<file path="config.mk">
export PLATFORM = sky130hd
export DESIGN_NAME = fdc_multich
export DESIGN_NICKNAME = d
export VERILOG_FILES = /design/src/rtl/fdc_multich.sv
export SDC_FILE = /design/constraint.sdc
export NUM_CORES = 1
export LEC_CHECK = 0
export ABC_CLOCK_PERIOD_IN_PS = 2800
export CORE_MARGIN = 5
export CORE_UTILIZATION = 45
export CTS_BUF_LIST = sky130_fd_sc_hd__clkbuf_4 sky130_fd_sc_hd__clkbuf_8 sky130_fd_sc_hd__clkbuf_16
export CTS_CLUSTER_DIAMETER = 80
export DETAILED_ROUTE_END_ITERATION = 6
export GPL_ROUTABILITY_DRIVEN = 0
export PLACE_DENSITY_LB_ADDON = 0.1
export SETUP_SLACK_MARGIN = 0.05
export SKIP_CTS_REPAIR_TIMING = 1
export SYNTH_ARGS = -nofsm -noshare
export SYNTH_HDL_FRONTEND = slang
export SYNTH_SLANG_ARGS = --single-unit
</file>
<file path="constraint.sdc">
create_clock -name clk -period 2.8 [get_ports clk]
set_input_delay 0.42 -clock clk [delete_from_list [all_inputs] [get_ports clk]]
set_output_delay 0.42 -clock clk [all_outputs]
set_load 0.01 [all_outputs]
</file>
<file path="src/rtl/fdc_multich.sv">
// fdc_multich: multi-channel frequency-to-digital converter.
// Counts rising edges on N_CH asynchronous VCO inputs over a gate window of
// gate_len clk_ref periods and streams the per-channel counts out over a
// valid/ready interface. Supports single-shot and continuous operation.
module fdc_multich #(
  parameter int N_CH        = 4,
  parameter int CNT_W       = 16,
  parameter int GATE_W      = 8,
  parameter int SYNC_STAGES = 2,
  localparam int CH_W       = (N_CH > 1) ? $clog2(N_CH) : 1
) (
  input  logic              clk,
  input  logic              reset,
  input  logic              clk_ref,
  input  logic [N_CH-1:0]   vco,
  input  logic [GATE_W-1:0] gate_len,
  input  logic              mode,
  input  logic              start,
  output logic              busy,
  output logic [CNT_W-1:0]  out_data,
  output logic [CH_W-1:0]   out_ch,
  output logic              out_sat,
  output logic              out_valid,
  input  logic              out_ready
);

  typedef enum logic [1:0] {
    ST_IDLE  = 2'd0,
    ST_ARM   = 2'd1,
    ST_COUNT = 2'd2,
    ST_DRAIN = 2'd3
  } state_t;

  localparam logic [CNT_W-1:0]  CNT_MAX  = {CNT_W{1'b1}};
  localparam logic [GATE_W-1:0] GATE_ONE = GATE_W'(1);
  localparam logic [CH_W-1:0]   LAST_CH  = CH_W'(N_CH - 1);

  // Synchroniser chains and edge-detect history
  logic [SYNC_STAGES-1:0]            ref_sync_q;
  logic                              ref_prev_q;
  logic [N_CH-1:0][SYNC_STAGES-1:0]  vco_sync_q;
  logic [N_CH-1:0]                   vco_prev_q;
  logic                              ref_p;
  logic [N_CH-1:0]                   vco_p;

  // Control and datapath state
  state_t                       state_q, state_d;
  logic [GATE_W-1:0]            gate_len_q, gate_len_d;
  logic                         mode_q, mode_d;
  logic [GATE_W-1:0]            gate_cnt_q, gate_cnt_d;
  logic [N_CH-1:0][CNT_W-1:0]   cnt_q, cnt_d;
  logic [N_CH-1:0]              sat_q, sat_d;
  logic [CH_W-1:0]              idx_q, idx_d;
  logic [CNT_W-1:0]             out_data_q, out_data_d;
  logic                         out_sat_q, out_sat_d;
  logic                         out_valid_q, out_valid_d;
  logic                         busy_q, busy_d;
  logic [GATE_W-1:0]            gate_eff;

  // Bring clk_ref and every vco bit into the clk domain, remembering the last synced value
  always_ff @(posedge clk) begin
    if (reset) begin
      ref_sync_q <= '0;
      ref_prev_q <= 1'b0;
      vco_sync_q <= '0;
      vco_prev_q <= '0;
    end else begin
      ref_sync_q <= {ref_sync_q[SYNC_STAGES-2:0], clk_ref};
      ref_prev_q <= ref_sync_q[SYNC_STAGES-1];
      for (int i = 0; i < N_CH; i++) begin
        vco_sync_q[i] <= {vco_sync_q[i][SYNC_STAGES-2:0], vco[i]};
        vco_prev_q[i] <= vco_sync_q[i][SYNC_STAGES-1];
      end
    end
  end

  // One-cycle rising-edge pulses from the synchronised inputs
  always_comb begin
    vco_p = '0;
    ref_p = ref_sync_q[SYNC_STAGES-1] & ~ref_prev_q;
    for (int i = 0; i < N_CH; i++) begin
      vco_p[i] = vco_sync_q[i][SYNC_STAGES-1] & ~vco_prev_q[i];
    end
  end

  // A zero gate length means a one-period window
  assign gate_eff = (gate_len == '0) ? GATE_ONE : gate_len;

  // Next-state and datapath logic for IDLE/ARM/COUNT/DRAIN
  always_comb begin
    state_d     = state_q;
    gate_len_d  = gate_len_q;
    mode_d      = mode_q;
    gate_cnt_d  = gate_cnt_q;
    cnt_d       = cnt_q;
    sat_d       = sat_q;
    idx_d       = idx_q;
    out_data_d  = out_data_q;
    out_sat_d   = out_sat_q;
    out_valid_d = out_valid_q;

    case (state_q)
      ST_IDLE: begin
        if (start) begin
          gate_len_d = gate_eff;
          mode_d     = mode;
          state_d    = ST_ARM;
        end else begin
          state_d = ST_IDLE;
        end
      end

      ST_ARM: begin
        // Opening edge: edges in this same cycle are deliberately dropped
        if (ref_p) begin
          cnt_d      = '0;
          sat_d      = '0;
          gate_cnt_d = gate_len_q;
          state_d    = ST_COUNT;
        end else begin
          state_d = ST_ARM;
        end
      end

      ST_COUNT: begin
        for (int i = 0; i < N_CH; i++) begin
          if (vco_p[i]) begin
            if (cnt_q[i] == CNT_MAX) begin
              sat_d[i] = 1'b1;
            end else begin
              cnt_d[i] = cnt_q[i] + CNT_W'(1);
            end
          end else begin
            cnt_d[i] = cnt_q[i];
          end
        end
        // Closing edge: edges in this cycle are still counted, then the counters freeze
        if (ref_p) begin
          gate_cnt_d = gate_cnt_q - GATE_ONE;
          if (gate_cnt_q == GATE_ONE) begin
            state_d     = ST_DRAIN;
            idx_d       = '0;
            out_valid_d = 1'b1;
            out_data_d  = cnt_d[0];
            out_sat_d   = sat_d[0];
          end else begin
            state_d = ST_COUNT;
          end
        end else begin
          state_d = ST_COUNT;
        end
      end

      ST_DRAIN: begin
        if (out_valid_q && out_ready) begin
          if (idx_q == LAST_CH) begin
            out_valid_d = 1'b0;
            if (mode_q && mode) begin
              gate_len_d = gate_eff;
              state_d    = ST_ARM;
            end else begin
              state_d = ST_IDLE;
            end
          end else begin
            idx_d      = idx_q + CH_W'(1);
            out_data_d = cnt_q[idx_d];
            out_sat_d  = sat_q[idx_d];
          end
        end else begin
          state_d = ST_DRAIN;
        end
      end

      default: begin
        state_d     = ST_IDLE;
        out_valid_d = 1'b0;
      end
    endcase

    busy_d = (state_d != ST_IDLE);
  end

  // State, counter and registered-output update with synchronous reset
  always_ff @(posedge clk) begin
    if (reset) begin
      state_q     <= ST_IDLE;
      gate_len_q  <= GATE_ONE;
      mode_q      <= 1'b0;
      gate_cnt_q  <= '0;
      cnt_q       <= '0;
      sat_q       <= '0;
      idx_q       <= '0;
      out_data_q  <= '0;
      out_sat_q   <= 1'b0;
      out_valid_q <= 1'b0;
      busy_q      <= 1'b0;
    end else begin
      state_q     <= state_d;
      gate_len_q  <= gate_len_d;
      mode_q      <= mode_d;
      gate_cnt_q  <= gate_cnt_d;
      cnt_q       <= cnt_d;
      sat_q       <= sat_d;
      idx_q       <= idx_d;
      out_data_q  <= out_data_d;
      out_sat_q   <= out_sat_d;
      out_valid_q <= out_valid_d;
      busy_q      <= busy_d;
    end
  end

  assign busy      = busy_q;
  assign out_data  = out_data_q;
  assign out_ch    = idx_q;
  assign out_sat   = out_sat_q;
  assign out_valid = out_valid_q;

endmodule

</file>
# [Word level (Yosys, flattened, before mapping)]
# Index checks and enable logic that the tools add are counted.
[word_totals] ff_bits=123 latchBits=0 mem_bits_rw=0 romBits=0 input_bits=18 n_memories=0
[op_classes] addsub=6 mul=0 div_mod_pow=0 n_lt_le_gt_ge=1 n_eq_ne=26 shift=0 mux=61 bitwise=10 n_reduce_logical=20
[ops] operator="16-bit 2-to-1 mux" count=13
[ops] operator="64-bit one-hot mux with 2 select lines" count=1
[ops] operator="16-bit by 1-bit adder with 16-bit output (second input constant)" count=4
[ops] operator="16-bit == test (second input constant)" count=4
[ops] operator="64-bit 2-to-1 mux" count=1
[ops] operator="8-bit 2-to-1 mux" count=7
[ops] operator="2-bit inequality test (second input constant)" count=17
[ops] operator="16-bit binary-select mux with 2-bit select" count=1
[ops] operator="16-bit one-hot mux with 2 select lines" count=1
[ops] operator="8-bit one-hot mux with 2 select lines" count=2
[ops] operator="4-bit AND reduction" count=6
[ops] operator="1-bit 2-to-1 mux" count=20
[ops] operator="2-bit 2-to-1 mux" count=8
[ops] operator="5-bit AND reduction" count=3
[ops] operator="8-bit by 1-bit == test with 1-bit output (second input constant)" count=1
[ops] operator="8-bit logical NOT" count=1
[ops] operator="2-bit one-hot mux with 4 select lines" count=1
[ops] operator="4-bit one-hot mux with 2 select lines" count=1
[ops] operator="2-bit nonzero test" count=4
[ops] operator="8-bit by 1-bit subtractor with 8-bit output (second input constant)" count=1
[ops] operator="2-bit == test (second input constant)" count=3
[ops] operator="1-bit AND" count=5
[ops] operator="1-bit NOT" count=5
[ops] operator="4-bit 2-to-1 mux" count=1
[ops] operator="10 further kinds" count=13

# [Depth between registers and ports, before layout]
[logic_depth] word_depth=6 ltp_mapped=10

# [Least setup slack after synthesis]
# OpenSTA, ideal clock, no wires.
[synth_timing] kind="register to register" startpoint="register gate_cnt_q[0]" endpoint="register out_data_q[7] (netlist: out_data[7])" setup_time_ps=134 arrival_time_ps=2156 required_ps=2666 setup_slack_ps=510 path_stages_with_launch=10 n_path_buf=3 synth_period_minus_slack_ps=2290 path_cell_list="dfxtp_1 -> ha_1 -> or4bb_1 -> or4_1 -> buf_2 -> and2_4 -> buf_6 -> buf_6 -> a31oi_1 -> o41ai_2"
[synth_between] elab_chain_len=3
[synth_lines] item="from (decl)" line_no="50" source="logic [GATE_W-1:0] gate_cnt_q, gate_cnt_d;"
[synth_lines] item="from (signal assigned)" line_no="201" source="gate_cnt_q <= gate_cnt_d;"
[synth_lines] item="8-bit by 1-bit == test with 1-bit output" line_no="140" source="if (gate_cnt_q == GATE_ONE) begin"
[synth_lines] item="2-bit inequality test (no source line)"
[synth_lines] item="5-bit AND reduction (no source line)"
[synth_lines] item="to (signal assigned)" line_no="205" source="out_data_q <= out_data_d;"
[synth_lines] item="to (decl)" line_no="54" source="logic [CNT_W-1:0] out_data_q, out_data_d;"
# Every way passes these cells.
# A chain may end at the register's enable or synchronous reset.

# [Worst setup path in the final report]
[layout_timing] startpoint="register cnt_q[9] (netlist name)" endpoint="register out_data_q[11] (netlist: out_data[11])"
[layout_between] elab_chain_len=6
[layout_lines] item="from (decl)" line_no="51" source="logic [N_CH-1:0][CNT_W-1:0] cnt_q, cnt_d;"
[layout_lines] item="from (signal assigned)" line_no="202" source="cnt_q <= cnt_d;"
[layout_lines] item="16-bit by 1-bit adder with 16-bit output or 16-bit == test (tied branches)" line_no="131, 128"
[layout_lines] item="16-bit 2-to-1 mux *" line_no="128" source="if (cnt_q[i] == CNT_MAX) begin"
[layout_lines] item="16-bit 2-to-1 mux *" line_no="127" source="if (vco_p[i]) begin"
[layout_lines] item="16-bit 2-to-1 mux *" line_no="140"
[layout_lines] item="16-bit 2-to-1 mux *" line_no="138" source="if (ref_p) begin"
[layout_lines] item="16-bit one-hot mux with 2 select lines *" line_no="102" source="case (state_q)"
# Every way passes the cells marked *; elsewhere a longest branch is shown, timed or not. The select of a mux whose other input is x is not followed.

==> impl_metrics.sql <==
INSERT INTO impl_metrics (metric_group, metric, value, unit) VALUES
('outcome', 'status', 'completed', ''),
('floorplanning', 'io_pins', '39', ''),
('floorplanning', 'die_h', '131', 'µm'),
('detailed_routing', 'drt.antenna.violating_nets', '0', ''),
('floorplanning', 'core_area', '14400', 'µm²'),
('detailed_routing', 'detail_route.first_pass.iterations', '6', ''),
('sta', 'tightest_slew', '1.13', 'ns'),
('logic_synthesis', 'synth_nets', '807', ''),
('floorplanning', 'design.die.area', '17200', 'µm²'),
('sta', 'timing.final.max_slew_violations', '0', ''),
('critical_path', 'critical_path_arrival', '2.77', 'ns'),
('critical_path', 'timing_worst_setup_path_type', 'reg2reg', ''),
('place', 'post_detailed_placement_cell_area', '7160', 'µm²'),
('grt', 'grt_max_degree', '48', ''),
('cells_and_area', 'final_design_area_no_fill', '7730', 'µm²'),
('power_and_ir_drop', 'power_frac_comb', '0.046', ''),
('place', 'placement.setup.worst_slack', '0.355', 'ns'),
('logic_synthesis', 'synth_area_leader_cell', 'sky130_fd_sc_hd__dfxtp_1', ''),
('floorplanning', 'number_of_standard_cell_rows_in_the_floorplan', '44', ''),
('job', 'maxCapViolations', '0', ''),
('cells_and_area', 'filler_cell_count', '1356', ''),
('grt', 'grt_first_pass_wirelength', '30.9', 'mm'),
('clocking', 'tritoncts_num_sinks', '123', ''),
('logic_synthesis', 'ys.flop_type', 'sky130_fd_sc_hd__dfxtp_1', ''),
('clocking', 'clkTransAtPathRegs', '0.06', 'ns'),
('clocking', 'htreeDepth', '4', ''),
('critical_path', 'critical_path.cell_chain', 'nand4_1 -> or4_1 -> and4_1 -> xnor2_1 -> a211oi_1', ''),
('sta', 'smallest_hold_slack', '0.260', 'ns'),
('logic_synthesis', 'synth_top_family_by_area', 'simple AND/OR/NAND/NOR gates', ''),
('power_and_ir_drop', 'post-layout-total-power', '4.09', 'mW'),
('detailed_routing', 'dr_total_vias', '6256', ''),
('sta', 'slew_headroom', '0.246', ''),
('logic_synthesis', 'synth-seq-area-share', '0.374', ''),
('detailed_routing', 'route.detailed.vias_per_inst', '6.22', ''),
('logic_synthesis', 'yosys_warnings', '0', ''),
('place', 'half_perimeter_wire_length_after_placement', '13.8', 'mm'),
('sta', 'max_freq', '402', 'MHz'),
('detailed_routing', 'post-route-drc-count', '0', ''),
('grt', 'number_of_antenna_violations_at_the_first_check_in_global_routing', '0', ''),
('logic_synthesis', 'synth_area_leaders', 'sky130_fd_sc_hd__dfxtp_1 37%, sky130_fd_sc_hd__mux4_2 5.8%, sky130_fd_sc_hd__a21oi_1 5.2%', ''),
('power_and_ir_drop', 'pwr_density_cell', '529', 'nW/µm²'),
('sta', 'post-route-worst-setup-slack', '0.312', 'ns'),
('detailed_routing', 'wirelength_met1', '8.51', 'mm'),
('grt', 'track_usage', '0.234', ''),
('clocking', 'clock_tree.root_cell', 'sky130_fd_sc_hd__clkbuf_16', ''),
('logic_synthesis', 'synth.distinct_cells', '71', ''),
('detailed_routing', 'highest_layer', 'met4', ''),
('grt', 'total_grt_overflow', '0', ''),
('place', 'placement.io_buffers', '38', ''),
('cells_and_area', 'layout.cells.most_common', 'sky130_fd_sc_hd__dfxtp_1', ''),
('cells_and_area', 'final_net_count', '834', ''),
('critical_path', 'cp_slowest_cell', 'sky130_fd_sc_hd__or4_1', ''),
('cells_and_area', 'area_growth', '17.3', '%'),
('logic_synthesis', 'yosysTopAreaCellShare', '0.374', ''),
('critical_path', 'reg2reg_depth', '5', ''),
('critical_path', 'worstPathMaxFanout', '13', ''),
('logic_synthesis', 'yosys_register_bits', '123', ''),
('critical_path', 'startpoint_type', 'flip-flop', ''),
('power_and_ir_drop', 'vdd.ir_drop.worst', '482', 'µV'),
('logic_synthesis', 'asyncSetResetFlopFracSynth', '0', ''),
('critical_path', 'critical_path.max_stage_delay', '0.82', 'ns'),
('sta', 'period_minus_slack', '2.49', 'ns'),
('min_path', 'hold_class', 'in2reg', ''),
('clocking', 'tritoncts_clock_tree', 'yes', ''),
('critical_path', 'timing.critical_path.required', '3.08', 'ns'),
('detailed_routing', 'drt-total-wl', '19.1', 'mm'),
('power_and_ir_drop', 'power_switching_share', '0.225', ''),
('power_and_ir_drop', 'sequentialPowerShare', '0.439', ''),
('detailed_routing', 'detail_route.wl_per_cell', '19.1', 'µm'),
('logic_synthesis', 'synth_compound_gate_area_share', '0.196', ''),
('logic_synthesis', 'synthesized_area', '6590', 'µm²');
[cell type report]
| type | instances | area, µm² | share of cell area |
|---|---|---|---|
| clock buffers | 19 | 440 | 0.0570 |
| clock inverters | 12 | 125 | 0.0162 |
| inverters | 13 | 48.8 | 0.00631 |
| multi-input cells | 591 | 3860 | 0.499 |
| flip-flops and latches | 123 | 2460 | 0.319 |
| well taps | 184 | 230 | 0.0298 |
| repair buffers | 63 | 563 | 0.0729 |
[synth_stat cells, types with 4 or more instances]
cell and number:
sky130_fd_sc_hd__dfxtp_1 123, sky130_fd_sc_hd__buf_1 5, sky130_fd_sc_hd__xor2_1 4, sky130_fd_sc_hd__nor2_1 79, sky130_fd_sc_hd__nand3_1 35, sky130_fd_sc_hd__and4_1 8
sky130_fd_sc_hd__nor4_1 16, sky130_fd_sc_hd__clkbuf_1 43, sky130_fd_sc_hd__a31oi_1 16, sky130_fd_sc_hd__and2_1 6, sky130_fd_sc_hd__buf_2 5, sky130_fd_sc_hd__nand3b_1 5
sky130_fd_sc_hd__a211oi_1 11, sky130_fd_sc_hd__a21oi_1 68, sky130_fd_sc_hd__nand4_1 20, sky130_fd_sc_hd__or3_1 15, sky130_fd_sc_hd__nor2b_1 18, sky130_fd_sc_hd__o2111ai_1 4
sky130_fd_sc_hd__nor3b_1 4, sky130_fd_sc_hd__nor3_1 13, sky130_fd_sc_hd__a2111o_1 5, sky130_fd_sc_hd__inv_1 13, sky130_fd_sc_hd__nand2b_1 4, sky130_fd_sc_hd__a21o_1 5
sky130_fd_sc_hd__ha_1 7, sky130_fd_sc_hd__mux2i_1 20, sky130_fd_sc_hd__or4_1 12, sky130_fd_sc_hd__o211ai_1 8, sky130_fd_sc_hd__o21a_1 4, sky130_fd_sc_hd__o21ai_0 35
sky130_fd_sc_hd__nand2_1 75, sky130_fd_sc_hd__xnor2_1 13, sky130_fd_sc_hd__mux4_2 17, sky130_fd_sc_hd__and3_1 5, sky130_fd_sc_hd__o31ai_1 9
[power groups by stage]
stage,sequential (mW),clock (mW),combinational (mW)
6_report,1.79,2.11,0.188
5_1_grt,1.80,2.23,0.206
4_1_cts,1.79,2.15,0.188
3_5_place_dp,1.83,0,0.186
3_3_place_gp,1.83,0,0.184
2_1_floorplan,1.82,0,0.117
[final timing paths]
path / start / endpoint / slack, ns
worst max-delay path: cnt_q[9]$_SDFFE_PP0P_ / out_data[11]$_SDFFE_PP0P_ / 0.31
worst min-delay path: reset / cnt_q[13]$_SDFFE_PP0P_ / 0.26
worst max register to register: cnt_q[9]$_SDFFE_PP0P_ / out_data[11]$_SDFFE_PP0P_ / 0.31
worst min register to register: vco_sync_q[2]$_SDFF_PP0_ / vco_sync_q[3]$_SDFF_PP0_ / 0.44
[kinds of logic after synthesis]
kind of cell,count (synthesis)
XOR/XNOR,17
AO/OA/AOI/OAI,197
multiplexers,38
buffers and inverters,68
AND/OR/NAND/NOR,332
flip-flops,123
adder cells (fa/ha/maj),7
[metrics by stage]
step,instances,util
2_1_floorplan,782,-
3_3_place_gp,974,0.497
3_5_place_dp,974,0.497
4_1_cts,1005,0.536
5_1_grt,1005,0.536
6_report,1005,0.536
[worst max-delay path: cells and delay by family (launching register included)]
kind	cells	cell delay, ns
and+or+nand+nor	3	1.44
AOI/OAI and AO/OA	1	0.11
DFF	1	0.55
xor gates and xnor gates	1	0.25
[routing by layer]
metal,up-vias,global-route usage
li1,2989,-
met1,3003,0.322
met2,223,0.350
met3,41,0.0561
met4,0,0.0992
met5,-,0
[state kept, by name (all words and copies together) (netlist names)]
register,cells
cnt_q,64
state_q,2
out_ch,2
gate_cnt_q,8
out_sat,1
out_valid,1
ref_sync_q,2
sat_q,4
out_data,16
gate_len_q,8
ref_prev_q,1
mode_q,1
vco_prev_q,4
vco_sync_q,8
busy,1
No activity file was read; power rests on OpenSTA's default activity.
